### config.mk
export PLATFORM = sky130hd
export DESIGN_NAME = uart_transmitter
export DESIGN_NICKNAME = d
export VERILOG_FILES = /design/src/rtl/uart_transmitter.sv
export SDC_FILE = /design/constraint.sdc
export NUM_CORES = 1
export LEC_CHECK = 0
export ABC_CLOCK_PERIOD_IN_PS = 4059
export BUFFER_PORTS_ARGS = -buffer_cell sky130_fd_sc_hd__buf_2
export CORE_MARGIN = 4
export CORE_UTILIZATION = 45
export CTS_BUF_LIST = sky130_fd_sc_hd__clkbuf_8
export CTS_CLUSTER_SIZE = 10
export DETAILED_ROUTE_END_ITERATION = 16
export GPL_TIMING_DRIVEN = 0
export PLACE_DENSITY = 0.67
export SLEW_MARGIN = 20
export SYNTH_ARGS = -nofsm -noshare
export SYNTH_HDL_FRONTEND = slang
export SYNTH_SLANG_ARGS = --single-unit
### constraint.sdc
create_clock -name clk -period 4.06 [get_ports clk]
set_input_delay 0.406 -clock clk [delete_from_list [all_inputs] [get_ports clk]]
set_output_delay 0.406 -clock clk [all_outputs]
set_load 0.02 [all_outputs]
### src/rtl/uart_transmitter.sv
// uart_transmitter: 8N1 UART transmitter with one-entry holding register; define UART_TX_PARITY_EN to add an even parity bit
module uart_transmitter #(
    parameter int CLKS_PER_BIT = 16
) (
    input  logic       clk,
    input  logic       reset,
    input  logic [7:0] TX_Data,
    input  logic       TX_Valid,
    output logic       TX_Ready,
    output logic       TXD,
    output logic       TX_Busy,
    output logic       TX_Done
);
    localparam int CW = (CLKS_PER_BIT > 1) ? $clog2(CLKS_PER_BIT) : 1;
    typedef enum logic [2:0] {IDLE, START, DATA, PARITY, STOP} state_t;
    state_t        r_state, w_state_nxt;
    logic [CW-1:0] r_cnt;
    logic [2:0]    r_idx;
    logic [7:0]    r_hold, r_shift;
    logic          r_full, r_txd, r_done;
    logic          w_wrap, w_load, w_start, w_txd;
    assign w_wrap   = r_cnt == CW'(CLKS_PER_BIT - 1);
    assign w_load   = TX_Valid && !r_full;
    assign w_start  = (w_state_nxt == START) && (r_state != START);
    assign w_txd    = (r_state == START) ? 1'b0 :
                      (r_state == DATA) ? r_shift[r_idx] :
                      (r_state == PARITY) ? ^r_shift : 1'b1;
    assign TX_Ready = !r_full;
    assign TXD      = r_txd;
    assign TX_Busy  = r_state != IDLE;
    assign TX_Done  = r_done;
    // frame sequencing; a full holding register at stop end chains straight into the next start bit
    always_comb begin
        w_state_nxt = r_state;
        case (r_state)
            IDLE:    w_state_nxt = r_full ? START : IDLE;
            START:   w_state_nxt = w_wrap ? DATA : START;
`ifdef UART_TX_PARITY_EN
            DATA:    w_state_nxt = (w_wrap && r_idx == 3'd7) ? PARITY : DATA;
            PARITY:  w_state_nxt = w_wrap ? STOP : PARITY;
`else
            DATA:    w_state_nxt = (w_wrap && r_idx == 3'd7) ? STOP : DATA;
`endif
            STOP:    w_state_nxt = w_wrap ? (r_full ? START : IDLE) : STOP;
            default: w_state_nxt = IDLE;
        endcase
    end
    // state register
    always_ff @(posedge clk) begin
        if (reset) r_state <= IDLE;
        else       r_state <= w_state_nxt;
    end
    // bit timing, holding/shift registers and registered line outputs
    always_ff @(posedge clk) begin
        if (reset) begin
            r_cnt  <= '0;
            r_idx  <= '0;
            r_full <= 1'b0;
            r_txd  <= 1'b1;
            r_done <= 1'b0;
        end else begin
            r_cnt  <= (r_state == IDLE || w_wrap) ? '0 : r_cnt + 1'b1;
            r_idx  <= (r_state == DATA && w_wrap) ? r_idx + 3'd1 : r_idx;
            r_full <= w_load ? 1'b1 : (w_start ? 1'b0 : r_full);
            r_txd  <= w_txd;
            r_done <= (r_state == STOP) && w_wrap;
        end
        r_hold  <= (w_load && !reset) ? TX_Data : r_hold;
        r_shift <= w_start ? r_hold : r_shift;
    end
endmodule
After elaboration in Yosys (flattened, before gate mapping)
Cells that the tools add are included.
- register bits: 29
- word-level logic and storage cells: 45
- $lt $le $gt $ge: 1
- reduce and logical (&&, ||, !) cells: 14
- $add $sub $neg: 2
- equal/unequal tests: 8
- multiplexer cells: 12
- operators with widths (cell ; count):
    $pmux 3 s4 ; 1
    $reduce_xor 8->1 ; 1
    $mux 1 ; 7
    $eq 3x1->1 const B ; 2
    $eq 3x2->1 const B ; 2
    $eq 3x3->1 const B ; 2
    $logic_and 1x1->1 ; 6
    $mux 3 ; 2
    $add 4x1->4 const B ; 1
    $eq 4x4->1 const B ; 1
    $lt 3x4->1 const B ; 1
    $add 3x1->3 const B ; 1
    $bmux 1 s3 ; 1
    $logic_not 3->1 ; 1
    $ne 3x1->1 const B ; 1
    $reduce_bool 3->1 ; 1
    $logic_not 1->1 ; 2
    $mux 2 ; 1
    $reduce_bool 2->1 ; 1
    $reduce_or 2->1 ; 1
    $logic_or 1x1->1 ; 1

Logic depth before layout (Yosys ltp)
Gate-level depths: netlist of run 1.
- depth after elaboration: 8
- gate-level depth with buffers: 6
- depth with buffers taken out: 5

Worst setup path after synthesis of run 1
No wires, ideal clock.
- kind: register -> register
- start point: reg r_cnt[0]
- end point: reg r_shift[0], enable pin
- data required time: 3690 ps
- library setup time: 370 ps
- buffers on the path: 0
- stages on the path, launching flop included: 6
- arrival: 1174 ps
- path slack: 2516 ps
- cells stage by stage: dfxtp_1 ha_1 nand3_1 nand2_1 nand2_1 nor2_1
- word-level cells in the longest chain between the ends: 6
- elaborated cells on any way between the ends: 8
- those cells by class: eq/ne (2); mux (4); reduce/logical (2)
- ends and longest elaborated chain (item ; RTL line ; source):
    start: declaration ; 17 ; logic [CW-1:0] r_cnt;
    start signal: assignment ; 62 ; r_cnt <= (r_state == IDLE || w_wrap) ? '0 : r_cnt + 1'b1;
    $eq 4x4->1 (*) ; 22 ; assign w_wrap = r_cnt == CW'(CLKS_PER_BIT - 1);
    $logic_and 1x1->1 ; 42 ; DATA: w_state_nxt = (w_wrap && r_idx == 3'd7) ? STOP : DATA;
    $mux 3 ; 42 ;
    $pmux 3 s4 (*) ; 35 ; case (r_state)
    $eq 3x1->1 (*) ; 24 ; assign w_start = (w_state_nxt == START) && (r_state != START);
    $logic_and 1x1->1 (*) ; 24 ;
    named net w_start ; 21 ; logic w_wrap, w_load, w_start, w_txd;
    end signal: assignment ; 69 ; r_shift <= w_start ? r_hold : r_shift;
    end: declaration ; 19 ; logic [7:0] r_hold, r_shift;
The timed path passes the listed nets; every way through them passes the cells marked *.
A chain may end at the register's enable or synchronous reset.

Worst setup path after layout of run 1
- start point: reg r_cnt[0]
- end point: reg r_shift[2], enable pin
Same word-level chain as after synthesis.

==> results.md, run 1 <==
- Die height: 59.0 um
- Design Power: 592 uW
- Sequential share of the synthesized area: 0.632
- Hold Buf Count CTS: 0
- TritonCTS clock tree: yes
- DRC: 0
- RD Place Congestion: 0.753
- Mapped Nets: between 100 and 150
- Slowest cell on crit path: nor2_1
- Mapped cell area: 1170 um2
- Status: completed
- Max-Cap Viols: 0
- Layout Area Growth over Synthesis: 16.4%
- Yosys top cell area share: 0.410
- Cell area after layout: 1370 um2
- CP cell instances: ha_1, nand3_1, nand2_1, nand2_1, nor2_1
- # port buffers: 13
- Sw Ratio: 0.204
- CP max stage delay: 0.48 ns
- Post-Route WL: 1700 um
- Clock Power Share: 0.387
- Yosys cell types: 28
- Antenna-violating nets left: 0
- TritonCTS Sinks: 29
- Clock-pin slew on the worst setup and hold paths: around 0.060 ns
- Initial antenna violation count: 0
- Sequential share of power: 0.553
- Post-synthesis register bit count: 29
- Post-synth EDFFs: 16
- Vias in the first global route: 702
- CP Launch Type: flop
- First-pass GRT wire length: 2950 um
- Syn_area_per_cell: 12.6 um2
- Syn Inst Count: 93
- Hold Fails Final Rpt: 0
- Setup_tns: 0 ns
- Die Width: 59.0 um
- Slew HR: 0.592
- Clock buffer count from CTS: 5
- Worst min path class: input pin to flop
- # Post-CTS Setup Buffers: 0
- Largest net degree at the start of global routing: 10
- Starting density of the core: 0.473
- Synth warnings: 0
- CP most frequent cell: nand2_1
- Critical path data arrival time: 1.69 ns
- RSZ-0062 raised after global routing: false
- Final cell count without fillers: about 140
- Total grt overflow: 0
- Wire length per cell: 11.8 um
- Slew @ Worst Pin: 0.610 ns
- Number of instances in the placed design: 136
- Num rows: 18
- Clock insertion delay at the later pin of the skew report: 0.27 ns
- Internal power: 471 uW
- Number of H-tree levels: 2
- Die Area: 3490 um2
- Maximum root-to-sink buffer count: 2
- Pwr/cell area: 433 nW/um2
- Combinational share of power: 0.060
- Initial drt markers: 28
- Area leader, netlist: edfxtp_1
- Placed cell area: ~1300 um2
- Final core utilization: 0.551
- Setup violators final: 0
- Period utilisation layout: 0.439
- NumNets Final: 127
- Clk_skew: 0.00521 ns
- P_sw: approximately 120 uW
- CTS root buf: clkbuf_8
- Synth Flop Type: edfxtp_1
- Peak VDD IR: 0.365 mV
- Commonest non-fill, non-tap cell in the layout: edfxtp_1
- FMAX: 561 MHz
- GR Util All Layers: 0.120
- IO Pins: 15
- Share of cells above drive strength 1: 0.202
- DR vias/cell: 5.06
- FFs w/ async S/R, synth: 0
- Synth area leaders: edfxtp_1, dfxtp_1, xnor2_1
- Static Leak: about 0.56 nW
- Core ar.: 2480 um2
- First-pass iteration count of the detailed router: 4
- Final Max Tran Viols: 0
- CP Capture Type: flop
- Cts repair resizes: 0
- Worst Path Max Fanout: 8
- Tmin final: about 1.8 ns
- Leading cell types in the layout, fill and taps excluded: edfxtp_1, buf_2, dfxtp_1
- WP data required: ~4.0 ns
- Crit Path Class: flop to flop
- HPWL Detailed: between 1000 and 1500 um
- Antenna fix cells: 0
- # fillers: ~220
- Via count: 728
## cells by family after synthesis
family | Yosys count | synth area share
compound gates | 7 | 0.0448
xor+xnor | 10 | 0.0747
fa+ha+maj | 3 | 0.0320
buf+inv | 7 | 0.0235
flops | 29 | 0.632
mux | 5 | 0.0587
simple gates | 32 | 0.134
## path summary, 6_finish.rpt
path	startpoint	to	slack (ns)	depth (start not counted)
max	r_cnt[0]	r_shift[2]	2.28	5
min	TX_Data[1]	r_hold[1]	0.31	1
max reg2reg	r_cnt[0]	r_shift[2]	2.28	5
min reg2reg	r_hold[4]	r_shift[4]	0.42	0
## flip-flops by register name, indices dropped and copies added, names as in the netlist
| signal | count |
|---|---|
| r_full | 1 |
| r_shift | 8 |
| r_hold | 8 |
| TX_Done | 1 |
| TXD | 1 |
| r_cnt | 4 |
| r_idx | 3 |
| r_state | 3 |
## layout make-up
| cell class | instances | area [um2] | area share |
|---|---|---|---|
| Multi-Input combinational cell | 57 | 404 | 0.296 |
| Timing Repair Buffer | 13 | 65.1 | 0.0477 |
| Clock buffer | 6 | 82.6 | 0.0605 |
| Inverter | 5 | 18.8 | 0.0137 |
| Clock inverter | 2 | 7.51 | 0.00550 |
| Buffer | 2 | 8.76 | 0.00642 |
| Tap cell | 30 | 37.5 | 0.0275 |
| Sequential cell | 29 | 741 | 0.543 |
## stage by stage
stage | worst slack (ns) | hold WS [ns]
2_1_floorplan | 2.52 | 0.400
3_3_place_gp | 2.30 | 0.403
3_5_place_dp | 2.27 | 0.405
4_1_cts | 2.26 | 0.294
5_1_grt | 2.08 | 0.288
6_report | 2.28 | 0.306
## worst max-delay path: cells and delay by family, from the launching register on
kind / cells / cell delay (ns)
and+or+nand+nor: 4 / 0.86
DFF: 1 / 0.35
adders and majority gates: 1 / 0.21
## synth_stat cells, drive strengths merged, types with 2 or more instances
cell type / count
nor2: 11
edfxtp: 16
mux2: 2
dfxtp: 13
mux2i: 2
xor2: 2
nor3: 3
nand3: 4
ha: 3
xnor2: 8
nand2b: 2
inv: 5
a31oi: 2
nand2: 5
and3: 2
## per-layer routing
layer	share of wire	wire, um	track usage	vias up
met2	0.47	797	0.183	15
met1	0.46	773	0.133	339
li1	-	-	-	370
met3	0.052	88	0.0588	4
met5	0	0	0	-
met4	0.022	37	0.0777	0
## power groups by stage
| stage | registers [mW] | clock network, mW | logic [mW] |
|---|---|---|---|
| floorplan | 0.333 | 0 | 0.0246 |
| finish | 0.327 | 0.229 | 0.0354 |
| global placement | 0.333 | 0 | 0.0352 |
| global route | 0.328 | 0.253 | 0.0396 |
| detailed placement | 0.333 | 0 | 0.0360 |
| CTS | 0.327 | 0.238 | 0.0361 |
Power figures use the tool's default switching activity.
==> inputs of run 2 (changes only) <==
Settings changed: ABC_CLOCK_PERIOD_IN_PS 4059 to 1400, PLACE_DENSITY 0.67 to 0.69.
Clock period 4.06 ns to 1.4 ns, I/O delays scaled along.
==> results.md, run 2 (synthesized netlist as in run 1, its figures left out) <==
- Die Width: 59.0 um
- Initial antenna violation count: 0
- Internal power: 1.31 mW
- Worst Path Max Fanout: 3
- Tmin final: 1.34 ns
- Crit Path Class: flop to flop
- Largest net degree at the start of global routing: 10
- Final cell count without fillers: 146
- Clock-pin slew on the worst setup and hold paths: approximately 0.06 ns
- Starting density of the core: 0.473
- P_sw: 354 uW
- Static Leak: 0.565 nW
- Number of H-tree levels: 2
- Initial drt markers: 18
- Wire length per cell: 12.8 um
- RSZ-0062 raised after global routing: true
- Num rows: 18
- Clk_skew: ~0.0066 ns
- Slew @ Worst Pin: 0.406 ns
- CP Capture Type: flop
- Leading cell types in the layout, fill and taps excluded: edfxtp_1, buf_2, nor2_1
- Critical path data arrival time: 1.49 ns
- First-pass iteration count of the detailed router: 4
- RD Place Congestion: 0.732
- Layout Area Growth over Synthesis: 21.9%
- IO Pins: 15
- R2R setup slack: slightly below 0.06 ns
- DR vias/cell: 5.08
- Number of instances in the placed design: 136
- Share of cells above drive strength 1: 0.328
- Sw Ratio: 0.213
- Post-Route WL: 1870 um
- CP Launch Type: flop
- Sequential share of power: 0.569
- Via count: roughly 740
- First-pass GRT wire length: 3150 um
- Final Max Tran Viols: 0
- Pwr/cell area: 1170 nW/um2
- NumNets Final: about 130
- Peak VDD IR: 1.04 mV
- R2R Path Start: r_cnt[1]
- Antenna-violating nets left: 0
- Antenna fix cells: 0
- # port buffers: 13
- Setup violators final: 0
- Period utilisation layout: 0.958
- HPWL Detailed: 1310 um
- Clock buffer count from CTS: 5
- Die height: 59.0 um
- Hold slack: roughly 0.038 ns
- Commonest non-fill, non-tap cell in the layout: edfxtp_1
- Crit path from: r_cnt[1]
- CTS root buf: clkbuf_8
- GR Util All Layers: 0.130
- Clock insertion delay at the later pin of the skew report: roughly 0.27 ns
- Design Power: 1.67 mW
- Total grt overflow: 0
- TritonCTS Sinks: 29
- Die Area: 3490 um2
- Max-Cap Viols: 0
- Final WS setup: between 0.05 and 0.06 ns
- Pre-CTS setup slack: -0.212 ns
- Hold Fails Final Rpt: 0
- TritonCTS clock tree: yes
- Hold Crit Start: TX_Data[3]
- Maximum root-to-sink buffer count: 2
- Hold Buf Count CTS: 0
- Status: completed
- DRC: 0
- Regs by FF count: r_hold: 8 flops, r_shift: 8 flops, r_cnt: 4 flops
- WP data required: roughly 1.6 ns
- Core ar.: 2480 um2
- Worst min path class: input pin to flop
- Clock Power Share: 0.364
- Slew HR: 0.729
- Combinational share of power: 0.067
- Vias in the first global route: 727
- FMAX: 745 MHz
==> run 2: cell types whose count changed in the layout (fill, tap and decap cells not counted), sizes merged <==
| cell | change |
|---|---|
| buf | +2 |
| clkbuf | -1 |
| inv | +1 |
==> run 2: final timing paths <==
check	endpoint	cells after the start
max	r_idx[2]	5
min	r_hold[3]	1
max reg2reg	r_idx[2]	5
min reg2reg	r_shift[0]	0
==> run 2: layout make-up <==
type / instances / area, um2
clock buffers: 5 / 68.8
inverters: 5 / 18.8
clock inverters: 3 / 11.3
repair buffers: 16 / 87.6
well taps: 30 / 37.5
flip-flops and latches: 29 / 749
fillers: 215 / 1050
multi-input cells: 57 / 452
plain buffers: 1 / 3.75
==> run 2: routing by layer <==
| layer | part of all wire | GRT usage | up-vias |
|---|---|---|---|
| met1 | 0.44 | 0.152 | 345 |
| met2 | 0.46 | 0.189 | 18 |
| li1 | - | - | 373 |
| met5 | 0 | 0 | - |
| met4 | 0.029 | 0.107 | 0 |
| met3 | 0.066 | 0.0458 | 6 |
==> run 2: per-stage QoR <==
stage / TNS, ns / utilization / area, um2
after global placement: -1.67 / 0.517 / 1280
after CTS: 0 / 0.563 / 1390
after floorplan: 0 / - / 1180
after global routing: -0.0337 / 0.577 / 1430
after detailed placement: -2.19 / 0.517 / 1280
final: 0 / 0.577 / 1430
==> run 2: worst max-delay path, cell delays in order, from the launching register on <==
cell and delay [ns]:
dfxtp_2 0.35, ha_4 0.16, nand3_4 0.09, or3_4 0.38
mux2i_2 0.19, nor2_1 0.06
==> run 2: repair_timing <==
item                                    in CTS  in global routing
pin swaps                                    1                  4
gates resized for setup                      8                  8
setup buffers                                1                  2
endpoints found under the setup margin      12                 13
cloned                                       0                  0
==> run 2: power by group through the flow <==
| stage | Sequential [mW] | Clock [mW] | Combinational (mW) |
|---|---|---|---|
| after global placement | 0.965 | 0 | 0.103 |
| final | 0.949 | 0.607 | 0.112 |
| after global routing | 0.952 | 0.680 | 0.126 |
| after CTS | 0.948 | 0.633 | 0.114 |
| after detailed placement | 0.967 | 0 | 0.108 |
| after floorplan | 0.967 | 0 | 0.0727 |
==> inputs of run 3 (changes only) <==
Settings changed: GPL_TIMING_DRIVEN 0 to default.
==> results.md, run 3 (synthesized netlist as in run 1, its figures left out) <==
- Leading cell types in the layout, fill and taps excluded: edfxtp_1, buf_2, nor2_1
- Die Width: 59.0 um
- Antenna fix cells: 0
- Maximum root-to-sink buffer count: 2
- Number of H-tree levels: 2
- Commonest non-fill, non-tap cell in the layout: edfxtp_1
- First-pass iteration count of the detailed router: 2
- Tmin final: between 1 and 1.5 ns
- GR Util All Layers: 0.132
- Antenna-violating nets left: 0
- Clock-pin slew on the worst setup and hold paths: 0.07 ns
- Clock insertion delay at the later pin of the skew report: 0.28 ns
- Critical path data arrival time: 1.47 ns
- Core ar.: 2480 um2
- Die Area: 3490 um2
- Worst Path Max Fanout: 2
- Status: completed
- Hold Fails Final Rpt: 0
- Design Power: 1.76 mW
- DR vias/cell: 4.98
- # port buffers: 14
- Setup violators final: 0
- Vias in the first global route: 780
- Layout Area Growth over Synthesis: 27.9%
- Period utilisation layout: 0.935
- Number of instances in the placed design: 142
- CP Capture Type: flop
- Pwr/cell area: 1180 nW/um2
- IO Pins: 15
- Peak VDD IR: 1.03 mV
- RD Place Congestion: 0.767
- Num rows: 18
- CTS root buf: clkbuf_8
- Hold Buf Count CTS: 0
- Regs by FF count: r_hold: 8 flops, r_shift: 8 flops, r_cnt: 4 flops
- Slew HR: 0.731
- CP Launch Type: flop
- FMAX: 764 MHz
- Final cell count without fillers: 153
- Worst min path class: input pin to flop
- Post-Route WL: slightly below 2000 um
- Final Max Tran Viols: 0
- HPWL Detailed: 1380 um
- Initial antenna violation count: 0
- NumNets Final: about 140
- WP data required: around 1.6 ns
- Die height: around 59 um
- TritonCTS clock tree: yes
- Total grt overflow: 0
- Largest net degree at the start of global routing: 12
- DRC: 0
- Starting density of the core: 0.473
- Wire length per cell: 12.7 um
- Max-Cap Viols: 0
- Share of cells above drive strength 1: 0.374
- Reg2Reg Depth: 4
- Clk_skew: 0.00748 ns
- Via count: 762
- Slew @ Worst Pin: 0.404 ns
- Crit Path Class: flop to flop
- Initial drt markers: 21
- Clock buffer count from CTS: 5
- Static Leak: 0.599 nW
- Hold Path Stages: 1
- First-pass GRT wire length: 3270 um
- TritonCTS Sinks: 29
- RSZ-0062 raised after global routing: false
==> run 3: cell count changes in the layout (fill, tap and decap cells not counted), sizes merged <==
| cell | previous run | this run |
|---|---|---|
| buf | 16 | 24 |
| clkinvlp | 0 | 3 |
| inv | 8 | 5 |
| clkbuf | 6 | 5 |
==> run 3: power by group <==
group | switching (mW) | internal [mW]
combinational | 0.0634 | 0.0647
clock | 0.337 | 0.348
sequential | 0.0159 | 0.933
==> run 3: path summary, 6_finish.rpt <==
kind,slack (ns),from,end
worst max-delay path,0.09,r_shift[2],TXD
worst min-delay path,0.03,TX_Data[2],r_hold[2]
worst max register to register,0.09,r_shift[2],TXD
worst min register to register,0.42,r_hold[1],r_shift[1]
==> run 3: layer usage <==
layer	track usage	up-vias	part of all wire
met5	0	-	0
li1	-	387	-
met3	0.0610	4	0.057
met1	0.140	356	0.42
met4	0.0777	0	0.018
met2	0.215	15	0.50
==> run 3: cell type report <==
class                           instances  area (um2)
Clock buffer                            5        68.8
Sequential cell                        29         746
Inverter                                5        18.8
Clock inverter                          3        22.5
Multi-Input combinational cell         57         444
Tap cell                               30        37.5
Fill cell                             202         978
Timing Repair Buffer                   24         161
==> run 3: stage by stage <==
step | setup TNS [ns] | hold slack [ns] | utilization | cell area, um2 | setup slack, ns
after CTS | 0 | 0.0137 | 0.585 | 1450 | 0.00901
after global placement | 0 | 0.317 | 0.541 | 1340 | 0.0305
after detailed placement | -0.0435 | 0.318 | 0.541 | 1340 | -0.0310
final | 0 | 0.0331 | 0.605 | 1500 | 0.0911
after floorplan | 0 | 0.239 | - | 1180 | 0.00117
after global routing | 0 | 0.0141 | 0.605 | 1500 | 0.00210
==> run 3: timing repair <==
| action | 4_1_cts | 5_1_grt |
|---|---|---|
| pin swaps | 2 | 4 |
| gates resized for setup | 2 | 11 |
| hold endpoints to repair | 0 | 0 |
| endpoints found under the setup margin | 4 | 14 |
| buffers inserted | 1 | 2 |
==> run 3: worst max-delay path, stage by stage, from the launching register on <==
cell and delay [ns]:
edfxtp_1 0.41, mux4_2 0.47, nand2b_1 0.08, a41o_1 0.18, a31oi_1 0.04
